`config.mk`:
```
export PLATFORM = sky130hd
export DESIGN_NAME = tl_timebase_request_flat
export DESIGN_NICKNAME = d
export VERILOG_FILES = /design/src/rtl/tl_pkg.sv /design/src/rtl/tl_timebase_request_if.sv /design/src/rtl/tl_debounce.sv /design/src/rtl/tl_timebase_request.sv /design/src/flat_wrapper.sv
export SDC_FILE = /design/constraint.sdc
export NUM_CORES = 1
export LEC_CHECK = 0
export BUFFER_PORTS_ARGS = -buffer_cell sky130_fd_sc_hd__buf_2
export CAP_MARGIN = 10
export CORE_ASPECT_RATIO = 1.5
export CORE_UTILIZATION = 25
export CTS_CLUSTER_DIAMETER = 40
export DETAILED_ROUTE_END_ITERATION = 16
export PLACE_DENSITY = 0.45
export SLEW_MARGIN = 20
export SYNTH_ARGS = -nofsm -noshare
export SYNTH_HDL_FRONTEND = slang
export SYNTH_HIERARCHICAL = 1
export SYNTH_SLANG_ARGS = --single-unit
```
`constraint.sdc`:
```
create_clock -name clk -period 2.7 [get_ports clk]
set_clock_uncertainty 0.1 [all_clocks]
set_input_delay 0.405 -clock clk [delete_from_list [all_inputs] [get_ports clk]]
set_output_delay 0.405 -clock clk [all_outputs]
set_load 0.05 [all_outputs]
```
`src/rtl/tl_pkg.sv`:
```
// Shared definitions for the traffic-light front end and sequencer:
// debounce state encoding, default timing constants and a clog2 helper.
package tl_pkg;

    typedef enum logic [1:0] {
        STABLE_LOW  = 2'd0,
        CHECK_HIGH  = 2'd1,
        STABLE_HIGH = 2'd2,
        CHECK_LOW   = 2'd3
    } db_state_e;

    localparam int CLK_HZ      = 100000000;
    localparam int DEBOUNCE_MS = 20;

    // Width needed to hold values 0..value-1; never less than one bit.
    function automatic int tl_clog2(input int value);
        int r;
        int v;
        r = 0;
        v = value - 1;
        while (v > 0) begin
            r = r + 1;
            v = v >> 1;
        end
        return (r < 1) ? 1 : r;
    endfunction

endpackage

```
`src/rtl/tl_timebase_request_if.sv`:
```
// Signals between the timebase/request front end and the sequencer side.
interface tl_timebase_request_if;

    logic btn_raw;
    logic req_ack;
    logic tick;
    logic half_tick;
    logic flash_phase;
    logic btn_level;
    logic ped_req;

    // master: the timebase/request block itself.
    modport master (
        input  btn_raw, req_ack,
        output tick, half_tick, flash_phase, btn_level, ped_req
    );

    modport slave (
        output btn_raw, req_ack,
        input  tick, half_tick, flash_phase, btn_level, ped_req
    );

endinterface

```
`src/rtl/tl_debounce.sv`:
```
// Two-flop synchroniser plus four-state debounce FSM for the pedestrian button.
// rise_o flags the edge on which btn_level_o is about to go 0->1.
module tl_debounce
    import tl_pkg::*;
#(
    parameter int DEBOUNCE_CYCLES = (CLK_HZ / 1000) * DEBOUNCE_MS
) (
    input  logic clk,
    input  logic rst,
    input  logic btn_raw_i,
    output logic btn_level_o,
    output logic rise_o
);

    localparam int CW = tl_clog2(DEBOUNCE_CYCLES + 1);
    localparam logic [CW-1:0] DMAX = CW'(DEBOUNCE_CYCLES);
    localparam logic [CW-1:0] ONE  = CW'(1);

    logic          sync1_q;
    logic          sync2_q;
    db_state_e     state_q;
    logic [CW-1:0] cnt_q;
    logic          level_q;

    always_ff @(posedge clk or posedge rst) begin
        if (rst) begin
            sync1_q <= 1'b0;
            sync2_q <= 1'b0;
        end else begin
            sync1_q <= btn_raw_i;
            sync2_q <= sync1_q;
        end
    end

    // Any sample disagreeing with the candidate level drops back and restarts the window.
    always_ff @(posedge clk or posedge rst) begin
        if (rst) begin
            state_q <= STABLE_LOW;
            cnt_q   <= '0;
            level_q <= 1'b0;
        end else begin
            case (state_q)
                STABLE_LOW: begin
                    if (sync2_q) begin
                        state_q <= CHECK_HIGH;
                        cnt_q   <= ONE;
                    end
                end
                CHECK_HIGH: begin
                    if (!sync2_q) begin
                        state_q <= STABLE_LOW;
                        cnt_q   <= '0;
                    end else if (cnt_q == DMAX) begin
                        state_q <= STABLE_HIGH;
                        cnt_q   <= '0;
                        level_q <= 1'b1;
                    end else begin
                        cnt_q <= cnt_q + ONE;
                    end
                end
                STABLE_HIGH: begin
                    if (!sync2_q) begin
                        state_q <= CHECK_LOW;
                        cnt_q   <= ONE;
                    end
                end
                CHECK_LOW: begin
                    if (sync2_q) begin
                        state_q <= STABLE_HIGH;
                        cnt_q   <= '0;
                    end else if (cnt_q == DMAX) begin
                        state_q <= STABLE_LOW;
                        cnt_q   <= '0;
                        level_q <= 1'b0;
                    end else begin
                        cnt_q <= cnt_q + ONE;
                    end
                end
                default: begin
                    state_q <= STABLE_LOW;
                    cnt_q   <= '0;
                    level_q <= 1'b0;
                end
            endcase
        end
    end

    assign btn_level_o = level_q;
    assign rise_o      = (state_q == CHECK_HIGH) && sync2_q && (cnt_q == DMAX);

endmodule

```
`src/rtl/tl_timebase_request.sv`:
```
// Timing enables (tick, half_tick, flash_phase) and the latched pedestrian
// crossing request that feed the traffic-light sequencer.
module tl_timebase_request
    import tl_pkg::*;
#(
    parameter int CYCLES_PER_TICK = CLK_HZ,
    parameter int DEBOUNCE_CYCLES = (CLK_HZ / 1000) * DEBOUNCE_MS
) (
    input  logic                  clk,
    input  logic                  rst,
    tl_timebase_request_if.master bus
);

    localparam int PW = tl_clog2(CYCLES_PER_TICK);
    localparam logic [PW-1:0] LAST = PW'(CYCLES_PER_TICK - 1);
    localparam logic [PW-1:0] HALF = PW'(CYCLES_PER_TICK / 2 - 1);

    logic [PW-1:0] count_q;
    logic [PW-1:0] count_d;
    logic          tick_q;
    logic          half_q;
    logic          flash_q;
    logic          ped_req_q;
    logic          ped_req_d;
    logic          btn_level;
    logic          press_evt;
    logic          at_last;
    logic          at_half;

    tl_debounce #(
        .DEBOUNCE_CYCLES(DEBOUNCE_CYCLES)
    ) u_debounce (
        .clk        (clk),
        .rst        (rst),
        .btn_raw_i  (bus.btn_raw),
        .btn_level_o(btn_level),
        .rise_o     (press_evt)
    );

    assign at_last = (count_q == LAST);
    assign at_half = (count_q == HALF);

    // A fresh press outranks a simultaneous acknowledge.
    always_comb begin
        count_d   = at_last ? '0 : count_q + PW'(1);
        ped_req_d = press_evt | (ped_req_q & ~bus.req_ack);
    end

    always_ff @(posedge clk or posedge rst) begin
        if (rst) begin
            count_q   <= '0;
            tick_q    <= 1'b0;
            half_q    <= 1'b0;
            flash_q   <= 1'b0;
            ped_req_q <= 1'b0;
        end else begin
            count_q   <= count_d;
            tick_q    <= at_last;
            half_q    <= at_last | at_half;
            flash_q   <= flash_q ^ (at_last | at_half);
            ped_req_q <= ped_req_d;
        end
    end

    assign bus.tick        = tick_q;
    assign bus.half_tick   = half_q;
    assign bus.flash_phase = flash_q;
    assign bus.btn_level   = btn_level;
    assign bus.ped_req     = ped_req_q;

endmodule

```
`src/flat_wrapper.sv`:
```
// flat-port wrapper written by rule: the top's interface ports become plain ports
module tl_timebase_request_flat import tl_pkg::*;
#(
    parameter int CYCLES_PER_TICK = CLK_HZ,
    parameter int DEBOUNCE_CYCLES = (CLK_HZ / 1000) * DEBOUNCE_MS
)
  (clk, rst, bus_btn_raw, bus_req_ack, bus_tick, bus_half_tick, bus_flash_phase, bus_btn_level, bus_ped_req);
  tl_timebase_request_if bus_i ();
  input  logic clk;
  input  logic rst;
  input wire logic [$bits(bus_i.btn_raw)-1:0] bus_btn_raw;
  input wire logic [$bits(bus_i.req_ack)-1:0] bus_req_ack;
  output wire logic [$bits(bus_i.tick)-1:0] bus_tick;
  output wire logic [$bits(bus_i.half_tick)-1:0] bus_half_tick;
  output wire logic [$bits(bus_i.flash_phase)-1:0] bus_flash_phase;
  output wire logic [$bits(bus_i.btn_level)-1:0] bus_btn_level;
  output wire logic [$bits(bus_i.ped_req)-1:0] bus_ped_req;
  assign bus_i.btn_raw = bus_btn_raw;
  assign bus_i.req_ack = bus_req_ack;
  assign bus_tick = bus_i.tick;
  assign bus_half_tick = bus_i.half_tick;
  assign bus_flash_phase = bus_i.flash_phase;
  assign bus_btn_level = bus_i.btn_level;
  assign bus_ped_req = bus_i.ped_req;
  tl_timebase_request #(.CYCLES_PER_TICK(CYCLES_PER_TICK), .DEBOUNCE_CYCLES(DEBOUNCE_CYCLES)) u_core (.clk(clk), .rst(rst), .bus(bus_i));
endmodule
```
==> results.sh, run 1 <==
export IMPL_status="finished clean"
export IMPL_post_route_period_util_pct=86.7
export IMPL_final_hold_viol_count=0
export IMPL_grt_max_degree=35
export IMPL_total_leakage_power_nw=1.56
export IMPL_switchingPower_uw=716
export IMPL_maxCapViolCount=0
export IMPL_cts_buffers=9
export IMPL_syn_nets=314
export IMPL_worstSetupPathType="reg2reg"
export IMPL_crit_arrival_ns=2.48
export IMPL_rsz0062_at_grt="false"
export IMPL_fmax_mhz=427
export IMPL_clock_path_buffers=2
export IMPL_drive_gt1_share_pct=14.8
export IMPL_die_h_um=136
export IMPL_crit_path_max_incr_delay_ns=0.66
export IMPL_gr_total_overflow=0
export IMPL_io_pins=9
export IMPL_async_flop_share_pct=100
export IMPL_max_vdd_ir_drop_uv=283
export IMPL_grt_pass1_vias=2428
export IMPL_ys_flop_type="dfrtp_1"
export IMPL_syn_avg_cell_area_um2=9.77
export IMPL_core_area_um2=11600
export IMPL_cts_tree="built"
export IMPL_yosysSeqAreaShare_pct=47.6
export IMPL_hpwl_mm=4.93
export IMPL_maxSlewViolCount=0
export IMPL_cp_end_kind="flip-flop"
export IMPL_dieArea_um2=12400
export IMPL_mappedNetlistArea_um2=3000
export IMPL_ys_seq_elements=57
export IMPL_drc=0
export IMPL_synthTopCellsByArea="dfrtp_1 48%, nand2_1 4.3%, nand3_1 3.3%, nor2_1 3.3%, a31oi_1 3.1%"
export IMPL_cp_cell_sequence="inv_1, ha_1, nor4b_1, and4_1, a21oi_4, o21ai_0, a31oi_1"
export IMPL_worstPathRequired_ns=2.84
export IMPL_yosysWarnings=6
export IMPL_start_util_pct=25.9
export IMPL_ant_nets=0
export IMPL_clk_latency_ns=0.32
export IMPL_critPathSlowestCell="a21oi_4"
export IMPL_holdWs_ns=0.0513
export IMPL_dr_pass1_iters=4
export IMPL_cts_resized=0
export IMPL_die_x_um=91.4
export IMPL_viasPerCell=4.96
export IMPL_worst_pin_slew_ns=0.802
export IMPL_cts_setup_buffers=0
export IMPL_rows=48
export IMPL_hold_class="in2async"
export IMPL_worstSetupStartpointType="flip-flop"
export IMPL_synth_edf_count=0
export IMPL_fin_crit_ns=2.34
export IMPL_crit_fanout=34
export IMPL_yosysTopAreaCell="dfrtp_1"
export IMPL_p_sw_share_pct=28.3
export IMPL_first_iter_violations=75
export IMPL_port_buffers=8
export IMPL_power_density_nw_per_um2=716
export IMPL_finalSetupViolCount=0
export IMPL_diodes=0
export IMPL_clockPowerShare_pct=46.8
export IMPL_fin_nets=332
export IMPL_cts_num_sinks=57
export IMPL_grt_pass1_wl_mm=11.9
export IMPL_cts_hold_buf=0
export IMPL_antenna_found_initial=0
export IMPL_synth_top_area_share_pct=47.6
export IMPL_cts_htree_levels=3
export IMPL_setup_tns_ns=0
export IMPL_grt_usage_pct=12.3
export IMPL_relSlewSlack_pct=46.4
export IMPL_p_int_mw=1.82
export IMPL_dr_total_vias=2381
export IMPL_synth_cells=307
export IMPL_p_seq_share_pct=37.2
export IMPL_wl_mm=6.99
export IMPL_clk_pin_slew_ns=0.06
export IMPL_syn_to_final_growth_pct=17.9
export IMPL_wl_per_cell_um=14.6
export IMPL_combPwrFrac_pct=16.0
export IMPL_synth_distinct_cells=55
export IMPL_root_buffer="clkbuf_16"
export IMPL_gp_congestion=0.817
## power groups by stage
| stage | sequential [mW] | combinational, mW | clock (mW) |
|---|---|---|---|
| after global placement | 0.958 | 0.410 | 0 |
| after floorplan | 0.946 | 0.345 | 0 |
| after detailed placement | 0.958 | 0.416 | 0 |
| after global routing | 0.949 | 0.453 | 1.26 |
| after CTS | 0.944 | 0.416 | 1.22 |
| final | 0.943 | 0.406 | 1.18 |
## layout make-up
| cell class | instances | area (µm²) |
|---|---|---|
| fillers | 1212 | 8060 |
| multi-input cells | 230 | 1470 |
| flip-flops and latches | 57 | 1430 |
| clock buffers | 12 | 267 |
| well taps | 150 | 188 |
| repair buffers | 14 | 85.1 |
| clock inverters | 4 | 50.0 |
| inverters | 13 | 48.8 |
## registers in the layout, indices dropped and copies added, names as in the netlist, named ones only
name and cells:
u_core/u_debounce/btn_level_o 1, u_core/bus.flash_phase 1, u_core/u_debounce/sync1_q 1, u_core/u_debounce/cnt_q 21, u_core/u_debounce/sync2_q 1, u_core/bus.tick 1, u_core/bus.half_tick 1, u_core/count_q 27
u_core/bus.ped_req 1, u_core/u_debounce/state_q 1
## critical path, delay by kind of cell (launching register included)
kind            cells  cell delay [ns]
simple gates        2             0.38
fa+ha+maj           1             0.19
buf+inv             1             0.09
compound gates      3             1.09
flops               1             0.40
## per-layer routing
| metal | up-vias | share of wire (%) | global-route usage [%] |
|---|---|---|---|
| li1 | 1165 | - | - |
| met1 | 1184 | 42 | 13.2 |
| met2 | 25 | 55 | 23.0 |
| met3 | 7 | 2.3 | 3.58 |
| met4 | 0 | 0.97 | 3.97 |
| met5 | - | 0 | 0 |
## metrics by stage
stage / cells / util [%] / cell area (µm²) / power [mW] / setup slack, ns
2_1_floorplan: 307 / - / 3000 / 1.29 / 0.809
3_3_place_gp: 464 / 27.8 / 3220 / 1.37 / 0.425
3_5_place_dp: 464 / 27.8 / 3220 / 1.37 / 0.394
4_1_cts: 480 / 30.5 / 3530 / 2.58 / 0.348
5_1_grt: 480 / 30.5 / 3530 / 2.66 / 0.174
6_report: 480 / 30.5 / 3530 / 2.53 / 0.359
## kinds of logic after synthesis
group | count (synthesis) | share of synthesized area [%]
compound gates | 64 | 14.8
fa+ha+maj | 3 | 1.25
mux | 1 | 0.334
simple gates | 144 | 27.2
xor+xnor | 18 | 5.51
flops | 57 | 47.6
buf+inv | 20 | 3.38
## cells in the final DEF (no fill, tap or decap), types with 9 or more instances in the layout
cell and n:
inv_1 13, a21o_1 9, clkbuf_16 9, nand3_1 20
nand4_1 13, nor2_1 26, dfrtp_1 57, nand2_1 34
xnor2_1 9, a21oi_1 12, a31oi_1 15
## path summary, 6_finish.rpt
kind / startpoint / endpoint / slack [ns] / cells past startpoint
setup reg to reg: u_core/u_debounce/cnt_q[0] / u_core/u_debounce/cnt_q[6] / 0.36 / 7
hold / removal: rst / u_core/u_debounce/btn_level_o / 0.05 / 3
hold reg to reg: u_core/u_debounce/sync1_q / u_core/u_debounce/sync2_q / 0.25 / 0
setup / recovery: u_core/u_debounce/cnt_q[0] / u_core/u_debounce/cnt_q[6] / 0.36 / 7
max in group asynchronous: rst / u_core/count_q[16] / 2.11 / 3
min in group clk: bus_btn_raw / u_core/u_debounce/sync1_q / 0.09 / 1
## cell usage after synthesis (all sizes together) (3+ instances only)
library cell	count
a21o	9
a21oi	13
a22o	3
a31oi	15
and3	3
buf	7
dfrtp	57
ha	3
inv	13
nand2	34
nand3	23
nand4	15
nor2	28
nor3	8
nor4	8
o21ai	10
or3	5
or4	5
xnor2	9
xor2	9
No activity file was read; power rests on OpenSTA's default activity.
==> run 2: changes to the inputs <==
ABC_AREA = 1   (was not set)
==> run 2 against run 1 <==
Die area rose by 18%. Sequential cell count did not move. Combinational power fell by 28%. Worst hold slack got worse by 0.0080 ns. Area after synthesis rose by 19%. Register-to-register slack improved by 0.41 ns. Critical endpoint is now u_core/u_debounce/state_q[0]. Largest cell class unchanged. Largest power group unchanged. Highest routed layer unchanged.
==> results.sh, run 2 <==
export IMPL_worstSetupPathType="reg2reg"
export IMPL_synth_commonest_cells="151 x nand2_1, 83 x nor2_1, 64 x inv_1, 57 x dfrtp_1, 44 x nand3_1"
export IMPL_power_density_nw_per_um2=561
export IMPL_cts_tree="built"
export IMPL_r2r_cells=9
export IMPL_finalSetupViolCount=0
export IMPL_clk_pin_slew_ns=0.06
export IMPL_critPathSlowestCell="dfrtp_1"
export IMPL_dr_pass1_iters=4
export IMPL_cts_setup_buffers=0
export IMPL_antenna_found_initial=0
export IMPL_cts_resized=0
export IMPL_worstReg2RegStart="u_core/u_debounce/cnt_q[0]"
export IMPL_drive_gt1_share_pct=11.9
export IMPL_diodes=0
export IMPL_yosysMostFrequentCell="nand2_1"
export IMPL_status="finished clean"
export IMPL_ys_seq_elements=57
export IMPL_start_util_pct=25.6
export IMPL_cp_end_kind="flip-flop"
export IMPL_worstSetupPathDepth=9
export IMPL_place_inst=679
export IMPL_crit_top_cell="nand2_1"
export IMPL_wl_mm=8.86
export IMPL_root_buffer="clkbuf_16"
export IMPL_final_cells=695
export IMPL_grt_pass1_wl_mm=15.0
export IMPL_viasPerCell=4.47
export IMPL_mappedNetlistArea_um2=3560
export IMPL_synth_cells=509
export IMPL_synthTopCellsByArea="dfrtp_1 40%, nand2_1 16%, nor2_1 8.8%, inv_1 6.7%, nand3_1 6.2%"
export IMPL_topRoutingLayerUsed="met4"
export IMPL_gr_total_overflow=0
export IMPL_worst_pin_slew_ns=0.492
export IMPL_maxCapViolCount=0
export IMPL_die_h_um=148
export IMPL_worstPathRequired_ns=2.80
export IMPL_fillers=1536
export IMPL_syn_nets=516
export IMPL_grt_max_degree=32
export IMPL_largest_reg_flops=27
export IMPL_dieArea_um2=14700
export IMPL_clk_latency_ns=0.33
export IMPL_max_vdd_ir_drop_uv=264
export IMPL_syn_avg_cell_area_um2=6.99
export IMPL_worstReg2RegEnd="u_core/u_debounce/state_q[0]"
export IMPL_critical_path_top_delay_family="simple AND/OR/NAND/NOR gates"
export IMPL_holdWs_ns=0.0433
export IMPL_ant_nets=0
export IMPL_wl_per_cell_um=12.7
export IMPL_relSlewSlack_pct=67.1
export IMPL_cts_num_sinks=57
export IMPL_yosysSeqAreaShare_pct=40.1
export IMPL_gp_congestion=0.859
export IMPL_io_pins=9
export IMPL_yosysWarnings=6
export IMPL_final_hold_viol_count=0
export IMPL_fmax_mhz=519
export IMPL_crit_arrival_ns=2.03
export IMPL_die_x_um=99.4
export IMPL_cts_buffers=9
export IMPL_setup_tns_ns=0
export IMPL_final_cell_mix="151 x nand2_1, 83 x nor2_1, 64 x inv_1"
export IMPL_dr_total_vias=3104
export IMPL_crit_buf_inv=2
export IMPL_drc=0
export IMPL_synth_edf_count=0
export IMPL_crit_fanout=11
export IMPL_hpwl_mm=6.79
export IMPL_clock_path_buffers=2
export IMPL_async_flop_share_pct=100
export IMPL_grt_pass1_vias=3138
export IMPL_synth_distinct_cells=30
export IMPL_synth_top_area_share_pct=40.1
export IMPL_port_buffers=8
export IMPL_first_iter_violations=89
export IMPL_cts_hold_buf=0
export IMPL_hold_class="in2async"
export IMPL_fin_crit_ns=1.93
export IMPL_syn_to_final_growth_pct=14.0
export IMPL_crit_path_max_incr_delay_ns=0.44
export IMPL_wl_met3_um=154
export IMPL_total_leakage_power_nw=1.91
export IMPL_core_area_um2=13900
export IMPL_largest_registers="u_core/count_q x27, u_core/u_debounce/cnt_q x21"
export IMPL_rsz0062_at_grt="false"
export IMPL_mostFrequentLayoutCell="nand2_1"
export IMPL_maxSlewViolCount=0
export IMPL_fin_nets=532
export IMPL_wl_met2_mm=4.74
export IMPL_post_route_period_util_pct=71.4
export IMPL_endpoint="u_core/u_debounce/state_q[0]"
export IMPL_largest_register="u_core/count_q"
export IMPL_worstSetupStartpointType="flip-flop"
export IMPL_r2r_setup_slack_ns=0.77
export IMPL_rows=53
export IMPL_cts_htree_levels=3
export IMPL_ys_flop_type="dfrtp_1"
export IMPL_grt_usage_pct=13.1
export IMPL_yosysTopAreaCell="dfrtp_1"
export IMPL_met1_length_mm=3.65
export IMPL_cp_cell_sequence="inv_1, ha_1, nand2_1, nor2_1, nand3_1, nand2_1, nand2_1, inv_1, nor2_1"
export IMPL_cp_startpoint="u_core/u_debounce/cnt_q[0]"
## run 2: changes by cell type in the layout (fill, tap and decap cells not counted), moves of 9 or more
cell     change
inv_1       +51
nand3_1     +24
a31oi_1     -14
nor2_1      +57
nand2_1    +117
nor2_2      +11
nand2_2      +9
a21o_1       -9
## run 2: worst min path at each step
| stage | startpoint | endpoint | slack (ns) | cells after the start |
|---|---|---|---|---|
| floorplan | u_core/u_debounce/sync1_q | u_core/u_debounce/sync2_q | 0.23 | 0 |
| global placement | u_core/u_debounce/sync1_q | u_core/u_debounce/sync2_q | 0.23 | 0 |
| detailed placement | u_core/u_debounce/sync1_q | u_core/u_debounce/sync2_q | 0.24 | 0 |
| CTS | rst | u_core/u_debounce/cnt_q[7] | 0.05 | 3 |
| global route | bus_btn_raw | u_core/u_debounce/sync1_q | 0.08 | 1 |
| finish | rst | u_core/u_debounce/cnt_q[7] | 0.04 | 3 |
## run 2: power by group
part | switching (mW) | leakage, nW | internal (mW)
registers | 0.0438 | 0.772 | 0.886
clock network | 0.390 | 0.139 | 0.666
logic | 0.216 | 1.00 | 0.0751
## run 2: per-layer routing
| layer | vias to the layer above | GRT usage, % |
|---|---|---|
| li1 | 1622 | - |
| met1 | 1437 | 13.5 |
| met2 | 24 | 24.8 |
| met3 | 21 | 2.68 |
| met4 | 0 | 6.69 |
| met5 | - | 0 |
## run 2: logic make-up after synthesis
| kind of cell | share of synthesized area (%) |
|---|---|
| compound gates | 4.92 |
| buf+inv | 8.33 |
| xor+xnor | 3.69 |
| flops | 40.1 |
| simple gates | 41.9 |
| fa+ha+maj | 1.05 |
## run 2: through the flow
stage	cell area, µm²	setup WS [ns]	power [mW]	utilization [%]
after global routing	4060	0.580	2.39	29.1
after global placement	3780	0.836	1.24	27.2
after detailed placement	3780	0.780	1.25	27.2
after floorplan	3560	1.16	1.18	-
final	4060	0.773	2.28	29.1
after CTS	4060	0.773	2.33	29.1
## run 2: worst min-delay path, cell delays in order
cell and delay (ns):
buf_2 0.10, inv_1 0.04, buf_4 0.32
## run 2: cell type report
cell class | instances | area, µm² | share of cell area [%]
clock buffers | 13 | 260 | 6.41
multi-input cells | 378 | 1840 | 45.3
repair buffers | 10 | 55.1 | 1.36
clock inverters | 3 | 15.0 | 0.370
well taps | 165 | 206 | 5.09
flip-flops and latches | 57 | 1430 | 35.1
inverters | 69 | 259 | 6.38
==> run 3: changes to the inputs <==
ABC_AREA = 0   (was 1)
clock period = 1.99 ns   (was 2.7 ns; I/O delays follow)
==> run 3 against run 2 <==
Utilization increased by 6.6 points. Combinational power increased to 3.3 times the previous value. Maximum frequency decreased by 2.7%. Routed wire length decreased by 11%. Non-clock buffer count increased by 72. Final cell count decreased by 21%. Register-to-register slack got worse by 0.76 ns. Sequential cell count unchanged. Total power increased by 60%. Largest power group unchanged.
==> results.sh, run 3 (same netlist as run 1, synthesis figures left out) <==
export IMPL_maxSlewViolCount=0
export IMPL_cts_num_sinks=57
export IMPL_largest_register="u_core/count_q"
export IMPL_finalSetupViolCount=0
export IMPL_ant_nets=0
export IMPL_worst_pin_slew_ns=0.573
export IMPL_hp_start="bus_req_ack"
export IMPL_post_route_period_util_pct=99.5
export IMPL_largest_reg_flops=27
export IMPL_start_util_pct=25.9
export IMPL_largest_registers="u_core/count_q x27, u_core/u_debounce/cnt_q x21"
export IMPL_port_buffers=8
export IMPL_wl_mm=7.85
export IMPL_status="finished clean"
export IMPL_die_h_um=136
export IMPL_worstReg2RegStart="u_core/u_debounce/cnt_q[1]"
export IMPL_dieArea_um2=12400
export IMPL_hold_class="in2reg"
export IMPL_grt_pass1_wl_mm=13.2
export IMPL_clockPowerShare_pct=39.3
export IMPL_clk_pin_slew_ns=0.05
export IMPL_drc=0
export IMPL_clock_path_buffers=2
export IMPL_grt_usage_pct=13.7
export IMPL_p_seq_share_pct=34.4
export IMPL_crit_arrival_ns=2.14
export IMPL_combPwrFrac_pct=26.4
export IMPL_fmax_mhz=505
export IMPL_worstReg2RegEnd="u_core/u_debounce/cnt_q[4]"
export IMPL_min_path_cells=3
export IMPL_placed_cell_area_um2=3700
export IMPL_final_cell_mix="68 x buf_4, 57 x dfrtp_1, 34 x nand2_1"
export IMPL_p_sw_share_pct=29.4
export IMPL_antenna_found_initial=0
export IMPL_rows=48
export IMPL_cp_end_kind="flip-flop"
export IMPL_worstSetupPathType="reg2reg"
export IMPL_clk_latency_ns=0.33
export IMPL_crit_fanout=4
export IMPL_dr_pass1_iters=4
export IMPL_final_cells=549
export IMPL_relSlewSlack_pct=61.8
export IMPL_diodes=0
export IMPL_place_inst=528
export IMPL_r2r_cells=9
export IMPL_total_leakage_power_nw=1.92
export IMPL_dr_total_vias=2674
export IMPL_root_buffer="clkbuf_16"
export IMPL_hpwl_mm=5.53
export IMPL_multi_input_area_um2=1590
export IMPL_cts_tree="built"
export IMPL_crit_top_cell="buf_6"
export IMPL_final_hold_viol_count=0
export IMPL_cp_cell_sequence="inv_1, ha_4, nor4b_4, and4_4, buf_6, a21o_1, buf_6, or3_1, o21ai_1"
export IMPL_drive_gt1_share_pct=32.6
export IMPL_die_x_um=91.4
export IMPL_max_vdd_ir_drop_uv=499
export IMPL_fin_nets=401
export IMPL_mostFrequentLayoutCell="buf_4"
export IMPL_p_int_mw=2.57
export IMPL_gr_total_overflow=0
export IMPL_cts_buffers=9
export IMPL_rsz0062_at_grt="true"
export IMPL_syn_to_final_growth_pct=38.4
export IMPL_critPathSlowestCell="or3_1"
export IMPL_grt_max_degree=32
export IMPL_fin_area_um2=4150
export IMPL_gp_congestion=0.846
export IMPL_ff_latch_area_um2=1430
export IMPL_switchingPower_mw=1.07
export IMPL_first_iter_violations=93
export IMPL_holdWs_ns=0.145
export IMPL_fillers=1188
export IMPL_worstPathRequired_ns=2.15
export IMPL_crit_path_max_incr_delay_ns=0.36
export IMPL_worstSetupStartpointType="flip-flop"
export IMPL_maxCapViolCount=0
export IMPL_setup_tns_ns=0
export IMPL_io_pins=9
export IMPL_fin_crit_ns=1.98
export IMPL_core_area_um2=11600
export IMPL_min_to="u_core/bus.ped_req"
export IMPL_grt_pass1_vias=2680
export IMPL_power_density_nw_per_um2=876
export IMPL_wl_per_cell_um=14.3
export IMPL_viasPerCell=4.87
export IMPL_r2r_setup_slack_ns=0.01
export IMPL_cts_htree_levels=3
[run 3: stage by stage]
| stage | util, % | power, mW | worst slack [ns] |
|---|---|---|---|
| CTS | 35.0 | 3.58 | -0.0142 |
| detailed placement | 31.9 | 2.10 | -0.194 |
| floorplan | - | 1.75 | 0.0985 |
| global placement | 31.9 | 2.08 | -0.151 |
| global route | 35.8 | 3.83 | -0.0854 |
| finish | 35.8 | 3.63 | 0.0106 |
[run 3: cell type report]
| type | count | area share (%) |
|---|---|---|
| clock buffer | 13 | 6.27 |
| clock inverter | 3 | 0.362 |
| inverter | 13 | 1.18 |
| multi-input combinational | 231 | 38.4 |
| sequential | 57 | 34.4 |
| tap | 150 | 4.52 |
| timing repair buffer | 82 | 14.8 |
[run 3: power by group through the flow]
stage | sequential, mW | clock [mW] | combinational (mW)
3_3_place_gp | 1.26 | 0 | 0.819
2_1_floorplan | 1.28 | 0 | 0.468
4_1_cts | 1.24 | 1.48 | 0.861
5_1_grt | 1.26 | 1.52 | 1.06
6_report | 1.25 | 1.43 | 0.959
3_5_place_dp | 1.26 | 0 | 0.833
[run 3: worst max path at each step]
stage | cells past startpoint | slack (ns) | end | from
after global placement | 8 | -0.15 | u_core/u_debounce/cnt_q[16] | u_core/u_debounce/cnt_q[0]
final | 9 | 0.01 | u_core/u_debounce/cnt_q[4] | u_core/u_debounce/cnt_q[1]
after floorplan | 5 | 0.1 | u_core/count_q[7] | u_core/count_q[9]
after global routing | 9 | -0.09 | u_core/u_debounce/cnt_q[4] | u_core/u_debounce/cnt_q[0]
after detailed placement | 8 | -0.19 | u_core/u_debounce/cnt_q[16] | u_core/u_debounce/cnt_q[0]
after CTS | 8 | -0.01 | u_core/u_debounce/cnt_q[19] | u_core/u_debounce/cnt_q[9]
[run 3: worst max-delay path: cells and delay by family (launching register included)]
family | cells | cell delay (ns)
flops | 1 | 0.34
compound gates | 2 | 0.29
fa+ha+maj | 1 | 0.15
buf+inv | 3 | 0.34
simple gates | 3 | 0.70
[run 3: routing by layer]
metal	GRT usage, %	vias up	wire, µm
met3	2.91	16	148
met1	14.2	1321	3160
met4	6.97	0	233
met5	0	-	0
li1	-	1305	-
met2	25.9	32	4300
[run 3: repair_timing]
item                                    in CTS  in global routing
endpoints found under the hold margin       58                  0
resized for setup                           12                 17
hold buffers                                 2                  0
endpoints found under the setup margin      33                 27
buffers inserted                             0                  2
gates cloned                                 1                  0
pin swaps                                    4                 12
